<file path="src/rtl/dma_bus_arbiter_pkg.sv">
// Shared types and constants for the DMA bus arbiter and its round-robin picker.
package dma_bus_arbiter_pkg;

   localparam int ARB_OWNER_W = 2;

   typedef enum logic [2:0] {
      ST_IDLE,
      ST_REQ,
      ST_WAIT_IDLE,
      ST_OWN,
      ST_REL
   } arb_state_e;

endpackage

</file>
<file path="src/rtl/dma_bus_arbiter_rr_pick.sv">
// Combinational round-robin selector: first asserted request after last_owner, wrapping.
module rr_pick
   import dma_bus_arbiter_pkg::*;
#(
   parameter int NREQ = 3
) (
   input  logic [NREQ-1:0]        req,
   input  logic [ARB_OWNER_W-1:0] last_owner,
   output logic                   valid,
   output logic [ARB_OWNER_W-1:0] index
);

   logic [3:0]             req_ext;
   logic [ARB_OWNER_W:0]   sum;
   logic [ARB_OWNER_W-1:0] cand;

   assign req_ext = 4'(req);

   // Walk offsets from farthest to nearest so the nearest requester wins.
   always_comb begin
      valid = 1'b0;
      index = '0;
      sum   = '0;
      cand  = '0;
      for (int i = NREQ; i >= 1; i--) begin
         sum = {1'b0, last_owner} + (ARB_OWNER_W + 1)'(i);
         if (sum >= (ARB_OWNER_W + 1)'(NREQ)) begin
            sum = sum - (ARB_OWNER_W + 1)'(NREQ);
         end
         cand = sum[ARB_OWNER_W-1:0];
         if (req_ext[cand]) begin
            valid = 1'b1;
            index = cand;
         end
      end
   end

endmodule

</file>
<file path="src/rtl/dma_bus_arbiter.sv">
// 68000-style DMA bus arbiter: negotiates BR/BG/BGACK with the CPU wrapper and
// grants the bus round-robin to one of NREQ requesters, advancing on phi2 strobes.
//
// state        | meaning
// -------------+-----------------------------------------------------------
// ST_IDLE      | CPU owns the bus, no pending DMA request
// ST_REQ       | br_n asserted, waiting for bg_n
// ST_WAIT_IDLE | bus granted by CPU, waiting for as_n high (bus idle)
// ST_OWN       | one requester owns the bus, bgack_n asserted
// ST_REL       | one-strobe release back to the CPU
module dma_bus_arbiter
   import dma_bus_arbiter_pkg::*;
#(
   parameter int NREQ     = 3,
   parameter int HOLD_MAX = 64
) (
   input  logic                   clk,
   input  logic                   reset_n,
   input  logic                   phi2,
   input  logic [NREQ-1:0]        req,
   output logic [NREQ-1:0]        gnt,
   output logic [ARB_OWNER_W-1:0] owner,
   output logic                   busy,
   output logic                   preempt,
   output logic                   br_n,
   input  logic                   bg_n,
   output logic                   bgack_n,
   input  logic                   as_n
);

   localparam int HOLD_W = $clog2(HOLD_MAX + 1);

   arb_state_e             state_q, state_d;
   logic [ARB_OWNER_W-1:0] owner_q, owner_d;
   logic [ARB_OWNER_W-1:0] last_owner_q, last_owner_d;
   logic                   granted_q, granted_d;
   logic [HOLD_W-1:0]      hold_q, hold_d;
   logic [NREQ-1:0]        gnt_q, gnt_d;
   logic                   busy_q, busy_d;
   logic                   preempt_q, preempt_d;
   logic                   br_n_q, br_n_d;
   logic                   bgack_n_q, bgack_n_d;

   logic                   pick_valid;
   logic [ARB_OWNER_W-1:0] pick_idx;
   logic [3:0]             req_ext;

   assign req_ext = 4'(req);

   rr_pick #(.NREQ(NREQ)) u_rr_pick (
      .req        (req),
      .last_owner (last_owner_q),
      .valid      (pick_valid),
      .index      (pick_idx)
   );

   // Hold timer counts down from HOLD_MAX; terminal count (zero) means preempt.
   always_comb begin
      state_d      = state_q;
      owner_d      = owner_q;
      last_owner_d = last_owner_q;
      granted_d    = granted_q;
      hold_d       = hold_q;
      if (phi2) begin
         case (state_q)
            ST_IDLE: begin
               if (|req) state_d = ST_REQ;
            end
            ST_REQ: begin
               if (req == '0)  state_d = ST_IDLE;
               else if (!bg_n) state_d = ST_WAIT_IDLE;
            end
            ST_WAIT_IDLE: begin
               if (as_n) begin
                  if (pick_valid) begin
                     state_d   = ST_OWN;
                     owner_d   = pick_idx;
                     granted_d = 1'b1;
                     hold_d    = HOLD_W'(HOLD_MAX);
                  end else begin
                     state_d = ST_REL;
                  end
               end
            end
            ST_OWN: begin
               if (!req_ext[owner_q]) begin
                  state_d = ST_REL;
               end else if (hold_q != '0) begin
                  hold_d = hold_q - HOLD_W'(1);
               end
            end
            ST_REL: begin
               if (granted_q) last_owner_d = owner_q;
               granted_d = 1'b0;
               hold_d    = HOLD_W'(HOLD_MAX);
               state_d   = ST_IDLE;
            end
            default: state_d = ST_IDLE;
         endcase
      end
   end

   // Outputs are registered, decoded from the next state.
   always_comb begin
      br_n_d    = !((state_d == ST_REQ) || (state_d == ST_WAIT_IDLE));
      bgack_n_d = (state_d != ST_OWN);
      busy_d    = (state_d == ST_OWN);
      preempt_d = busy_d && (hold_d == '0);
      gnt_d     = '0;
      for (int i = 0; i < NREQ; i++) begin
         gnt_d[i] = busy_d && (owner_d == ARB_OWNER_W'(i));
      end
   end

   always_ff @(posedge clk or negedge reset_n) begin
      if (!reset_n) begin
         state_q      <= ST_IDLE;
         owner_q      <= '0;
         last_owner_q <= ARB_OWNER_W'(NREQ - 1);
         granted_q    <= 1'b0;
         hold_q       <= HOLD_W'(HOLD_MAX);
         gnt_q        <= '0;
         busy_q       <= 1'b0;
         preempt_q    <= 1'b0;
         br_n_q       <= 1'b1;
         bgack_n_q    <= 1'b1;
      end else begin
         state_q      <= state_d;
         owner_q      <= owner_d;
         last_owner_q <= last_owner_d;
         granted_q    <= granted_d;
         hold_q       <= hold_d;
         gnt_q        <= gnt_d;
         busy_q       <= busy_d;
         preempt_q    <= preempt_d;
         br_n_q       <= br_n_d;
         bgack_n_q    <= bgack_n_d;
      end
   end

   assign gnt     = gnt_q;
   assign owner   = owner_q;
   assign busy    = busy_q;
   assign preempt = preempt_q;
   assign br_n    = br_n_q;
   assign bgack_n = bgack_n_q;

endmodule

</file>
<file path="config.mk">
export PLATFORM = sky130hd
export DESIGN_NAME = dma_bus_arbiter
export DESIGN_NICKNAME = d
export VERILOG_FILES = /design/src/rtl/dma_bus_arbiter_pkg.sv /design/src/rtl/dma_bus_arbiter_rr_pick.sv /design/src/rtl/dma_bus_arbiter.sv
export SDC_FILE = /design/constraint.sdc
export NUM_CORES = 1
export LEC_CHECK = 0
export ABC_AREA = 1
export ABC_CLOCK_PERIOD_IN_PS = 4019
export CORE_MARGIN = 2
export CORE_UTILIZATION = 45
export CTS_CLUSTER_SIZE = 28
export DETAILED_ROUTE_END_ITERATION = 10
export GPL_TIMING_DRIVEN = 0
export PLACE_DENSITY = 0.75
export SKIP_CTS_REPAIR_TIMING = 1
export SLEW_MARGIN = 20
export SYNTH_ARGS = -nofsm -noshare
export SYNTH_HDL_FRONTEND = slang
export SYNTH_SLANG_ARGS = --single-unit
</file>
<file path="constraint.sdc">
create_clock -name clk -period 4.02 [get_ports clk]
set_input_delay 0.804 -clock clk [delete_from_list [all_inputs] [get_ports clk]]
set_output_delay 0.804 -clock clk [all_outputs]
set_load 0.02 [all_outputs]
</file>
==> results of run 1 <==
kinds of logic (layout without fill, tap and decap cells):
| kind of cell | after synthesis | count (layout) | synth area share |
|---|---|---|---|
| compound gates | 23 | 23 | 0.0878 |
| simple gates | 135 | 135 | 0.417 |
| fa+ha+maj | 5 | 5 | 0.0403 |
| flops | 22 | 22 | 0.358 |
| buf+inv | 38 | 58 | 0.0919 |
| xor+xnor | 1 | 1 | 0.00564 |
through the flow:
stage	setup slack [ns]	instance area, µm²	cells	util
2_1_floorplan	2.03	1550	224	-
3_3_place_gp	1.42	1770	286	0.531
3_5_place_dp	1.41	1770	286	0.531
4_1_cts	1.67	1820	290	0.546
5_1_grt	1.50	1820	290	0.546
6_report	1.69	1820	290	0.546
flip-flops by register name, indices dropped and copies added, names as in the netlist:
register and flops:
gnt 3, busy 1, hold_q 7, preempt 1, granted_q 1, state_q 3
bgack_n 1, owner 2, last_owner_q 2, br_n 1
power by group through the flow:
stage          sequential, mW  clock [mW]  combinational, mW
2_1_floorplan           0.437           0              0.705
3_3_place_gp            0.408           0              0.954
3_5_place_dp            0.410           0              0.967
4_1_cts                 0.405       0.169              0.978
5_1_grt                 0.424       0.183               1.11
6_report                0.405       0.167              0.975
how the worst max path moves through the flow:
stage / endpoint / from / cells past startpoint / slack [ns]
after CTS: preempt$_DFF_PN0_ / req[2] / 13 / 1.67
after global routing: preempt$_DFF_PN0_ / req[2] / 13 / 1.50
after global placement: preempt$_DFF_PN0_ / req[2] / 13 / 1.42
after detailed placement: gnt[2]$_DFF_PN0_ / req[2] / 11 / 1.41
after floorplan: gnt[2]$_DFF_PN0_ / last_owner_q[1]$_DFFE_PN1P_ / 13 / 2.03
final: preempt$_DFF_PN0_ / req[2] / 13 / 1.69
cell type report:
cell class / count / share of cell area
multi-input combinational: 164 / 0.469
sequential: 22 / 0.305
inverter: 38 / 0.0782
clock inverter: 1 / 0.0165
clock buffer: 3 / 0.0124
timing repair buffer: 16 / 0.0879
tap: 46 / 0.0316
worst min-delay path, cell delays in order, from the launching register on:
cell and delay (ns):
dfrtp_1 0.38, nand2_1 0.06, nand2_1 0.08
cell usage in the layout, fill, tap and decap left out, types with 5 or more instances in the layout:
cell             instances
clkdlybuf4s50_1         16
dfrtp_1                 18
ha_1                     5
inv_1                   29
inv_2                    9
nand2_1                 67
nand2_2                 10
nand3_1                 22
nor2_1                  18
nor3_1                   6
o21ai_0                  7
o21ai_1                  5
routing by layer:
| layer | vias up | GRT usage | share of wire |
|---|---|---|---|
| met5 | - | 0 | 0 |
| met4 | 0 | 0.0583 | 0.015 |
| met3 | 6 | 0.0108 | 0.023 |
| met2 | 19 | 0.300 | 0.46 |
| met1 | 632 | 0.239 | 0.50 |
| li1 | 744 | - | - |
==> impl_metrics.toml, run 1 <==
[layout]
layout-area-overhead-vs-synth_pct = 17.4
seqCellArea_um2 = 556
n_antenna_cell = 0
multi_input_comb_area_um2 = 855
fin_nets = 258
fill_cell_total_of_the_finished_layout = 343
layout-drive-gt1-share = 0.164

[route]
first_pass_iters = 4
first_iter_violations = 64
vias = 1401
drcViolationCount = 0
detail-route-antenna-nets = 0
vias_per_cell = 4.83
avgRoutedWirePerCell_um = 10.8
postRouteWirelength_mm = 3.14

[synthesis]
yosys-top-cells-count = "nand2_1, inv_1, nand3_1"
synth_area_um2 = 1550
synthesis.instances = 224
synthMostInstantiatedCell = "nand2_1"
mappedNetlistNets = 237
synth-edff-count = 0
post_synth_num_cell_types = 30
yosysSeqAreaShare = 0.358
synth-async-reset-ratio = 1.00
postSynth.topFlopCell = "dfrtp_1"
yosys.area.top_type = "dfrtp_1"
yosys.area.top_type_share = 0.290
average_cell_area_after_synthesis_um2 = 6.93
synth-seq-cells = 22
yosys-top-cells-area = "dfrtp_1, nand2_1, nand3_1"
yosysWarningCount = 0

[sta]
final.period_utilization = 0.580
period_needed_ns = 2.33
rsz0062_at_grt = "no"
timing.setup.tns_ns = 0
fin_worst_hold_slack_ns = 0.547
max_freq_mhz = 429
tightestPinTransition_ns = 0.921
fin_skew_ns = 0.00622
max_slew_vio_count = 0
report.final.setup_viol = 0
hold_viol_final = 0
max_slew_margin = 0.384

[worst_setup_path]
reg2reg_slack_ns = 1.72
cpLargestDelayFamily = "simple AND/OR/NAND/NOR gates"
cpPeakStageDelay_ns = 0.58
critPathMostFrequentCell = "nand2_1"
critical_path_buf_inv_count = 1
worst-endpoint-required_ns = 4.27
arrival_ns = 2.58
r2r.worst_path.cells = 14
crit_chain = "clkdlybuf4s50_1, nand3_1, nand2_1, nand2_1, nand3_2, nand2_2, nand2_1, nand2_2, nand2_1, nand2_1, nor2_1, nand3_1, nor2_1"
worst_setup_path_end_kind = "register"
cp_max_fo = 6
timing.critical_path.from_type = "primary input"
r2r_start = "last_owner_q[1]$_DFFE_PN1P_"
timing.setup.critical_path_class = "in -> reg"
cp_slowest_cell = "clkdlybuf4s50_1"
critical_r2r_capture = "preempt$_DFF_PN0_"

[placement]
port_buffers = 16
place.gp.congestion = 0.851
sum_of_net_half_perimeters_after_detailed_placement_mm = 2.48

[pwr]
internal_power_uw = 775
seq_power_share = 0.262
sw_frac_of_total = 0.499
power.density_nw_per_um2 = 849
pwr_total_mw = 1.55
ir_drop_worst_vdd_v = 0.000378
power_switching_uw = 772
share_comb_of_total_power = 0.630
pwr-share-clk = 0.108
total_leakage_power_nw = 0.925

[global_routing]
grt_max_degree = 23
via_count_of_the_first_global_routing_pass = 1347
global_route.usage.total = 0.176
antenna_violations_before_repair = 0
global_route_wire_length_before_repair_mm = 5.74
grt-ovfl-total = 0

[run]
max_cap_violations = 0

[cts]
clock-root-buffer = "clkbuf_4"
clock_pin_transition_on_the_worst_setup_and_hold_timing_paths_ns = 0.12
clk_latency_ns = 0.31
cts_max_path_buffers = 2
clock-sinks = 22
numCtsBuffers = 3
cts_htree_levels = 1
tritoncts = "built"

[floorplanning]
floorplan.initialDensity = 0.465
coreArea_um2 = 3340
die_w_um = 62.7
row_count = 21
die_h_um = 62.7
ios = 17
die_footprint_um2 = 3940

[hold_path]
min-delay-path-class = "reg -> reg"
holdPathStages = 2
holdCritStartpoint = "hold_q[4]$_DFF_PN0_"
worstHoldEndpoint = "hold_q[4]$_DFF_PN0_"

[outcome]
status = "completed"
Note: power is estimated with default switching activity, not from simulation.
==> run 2: changes to the inputs <==
- ABC_CLOCK_PERIOD_IN_PS: 4019 -> 2009
- PLACE_DENSITY: 0.75 -> 0.78
- clock period: 4.02 -> 2.01 ns (I/O delays scaled with it)
==> run 2 against run 1 <==
The flow now finishes with violations (negative setup slack). First-iteration DRC count increased by 30%. Routed wire length up 4.1%. Worst hold slack worse by 0.52 ns. Final cell count rose by 1.0%. Sequential power up 100%. Critical path depth shrank 1. Sequential cell count unchanged. Sequential share of layout area shrank 1.5 points. Clock power grew 46%. Combinational power up 130%. Count of clock-buffer cells in the layout up 1. Critical endpoint is now gnt[1]$_DFF_PN0_.
==> impl_metrics.toml, run 2 (synthesis gave the netlist of run 1 again) <==
[global_routing]
global_route_wire_length_before_repair_mm = 5.59
via_count_of_the_first_global_routing_pass = 1316
global_route.usage.total = 0.175
grt_max_degree = 23
grt-ovfl-total = 0
antenna_violations_before_repair = 0

[outcome]
failed_checks = "negative setup slack"
status = "complete, but fails checks"

[route]
detail-route-antenna-nets = 0
vias_per_cell = 4.84
postRouteWirelength_mm = 3.27
avgRoutedWirePerCell_um = 11.2
drcViolationCount = 0
vias = 1419
first_iter_violations = 83
first_pass_iters = 4

[cts]
clock-sinks = 22
numCtsBuffers = 3
clock-root-buffer = "clkbuf_4"
clk_latency_ns = 0.32
clock_pin_transition_on_the_worst_setup_and_hold_timing_paths_ns = 0.12
cts_max_path_buffers = 2
cts_htree_levels = 1
tritoncts = "built"

[sta]
max_freq_mhz = 471
tightestPinTransition_ns = 0.483
report.final.setup_viol = 6
max_slew_margin = 0.678
max_slew_vio_count = 0
hold_viol_final = 0
final.period_utilization = 1.06
rsz0062_at_grt = "yes"
fin_skew_ns = 0.0105
setup_ws_ns = -0.114
period_needed_ns = 2.12

[worst_setup_path]
timing.critical_path.from_type = "register"
worst-endpoint-required_ns = 2.26
worst_setup_path_end_kind = "register"
cp_max_fo = 7
arrival_ns = 2.37
r2r.worst_path.cells = 12
timing.setup.critical_path_class = "reg -> reg"

[layout]
max_flop_register = "hold_q"
mostFrequentLayoutCells = "nand2_1, inv_1, nand3_1"
design_area_um2 = 1910
max_ffs_per_register = 7
postLayoutCoreUtil = 0.574
fin_nets = 261
n_antenna_cell = 0
layout-area-overhead-vs-synth_pct = 23.3
layout.cells.non_filler = 293
layout-drive-gt1-share = 0.231
mostFrequentLayoutCell = "nand2_1"

[pwr]
power.density_nw_per_um2 = 1720
ir_drop_worst_vdd_v = 0.000823
total_leakage_power_nw = 0.947

[placement]
sum_of_net_half_perimeters_after_detailed_placement_mm = 2.46
port_buffers = 16
placed_cells_incl_taps = 286
dpl_cell_area_um2 = 1770
place.gp.congestion = 0.853

[floorplanning]
floorplan.initialDensity = 0.465
coreArea_um2 = 3340
row_count = 21
ios = 17
die_h_um = 62.7
die_footprint_um2 = 3940
die_w_um = 62.7

[hold_path]
min-delay-path-class = "in -> async"

[run]
max_cap_violations = 0
## run 2: cell type report
class                      count  area [µm²]
timing repair buffer          19         178
inverter                      38         148
tap                           46        57.6
multi-input combinational    164         940
sequential                    22         556
fill                         316        1420
clock buffer                   4        36.3
## run 2: layer usage
| layer | vias to the layer above | routed length (µm) | global-route usage |
|---|---|---|---|
| met2 | 20 | 1580 | 0.301 |
| met1 | 643 | 1580 | 0.232 |
| met4 | 0 | 59 | 0.0750 |
| li1 | 751 | - | - |
| met5 | - | 0 | 0 |
| met3 | 5 | 55 | 0.00541 |
## run 2: final timing paths
check / startpoint / to / slack [ns]
worst min-delay path: reset_n / gnt[1]$_DFF_PN0_ / 0.02
worst max-delay path: last_owner_q[1]$_DFFE_PN1P_ / gnt[1]$_DFF_PN0_ / -0.11
worst max register to register: last_owner_q[1]$_DFFE_PN1P_ / gnt[1]$_DFF_PN0_ / -0.11
worst min register to register: hold_q[4]$_DFF_PN0_ / hold_q[4]$_DFF_PN0_ / 0.55
min in group clk: hold_q[4]$_DFF_PN0_ / hold_q[4]$_DFF_PN0_ / 0.55
max in group asynchronous: reset_n / hold_q[6]$_DFF_PN1_ / 1.62
## run 2: power breakdown
part / switching [mW] / total (mW) / leakage [nW] / internal (mW)
Sequential: 0.165 / 0.823 / 0.268 / 0.658
Combinational: 1.39 / 2.22 / 0.659 / 0.826
Clock: 0.134 / 0.244 / 0.0210 / 0.111
Total: 1.69 / 3.29 / 0.947 / 1.59
## run 2: per-stage QoR
stage / setup TNS, ns / setup WS [ns] / hold slack (ns) / power (mW)
2_1_floorplan: 0 / 0.0159 / 0.106 / 2.28
3_3_place_gp: -1.54 / -0.215 / 0.516 / 2.72
3_5_place_dp: -1.51 / -0.211 / 0.521 / 2.75
4_1_cts: -1.92 / -0.236 / 0.549 / 3.01
5_1_grt: -1.66 / -0.267 / 0.0523 / 3.62
6_report: -0.419 / -0.114 / 0.0226 / 3.29
## run 2: critical path, cell delays in order (launching register included)
cell and delay [ns]:
dfstp_2 0.57, inv_4 0.04, ha_4 0.31, nand3_1 0.10
nand2_1 0.10, nand2_2 0.09, nand3_4 0.13, nand3_4 0.12
nand4_1 0.11, nand2_2 0.09, nor2_4 0.13, nand2_4 0.09
nor3_2 0.16
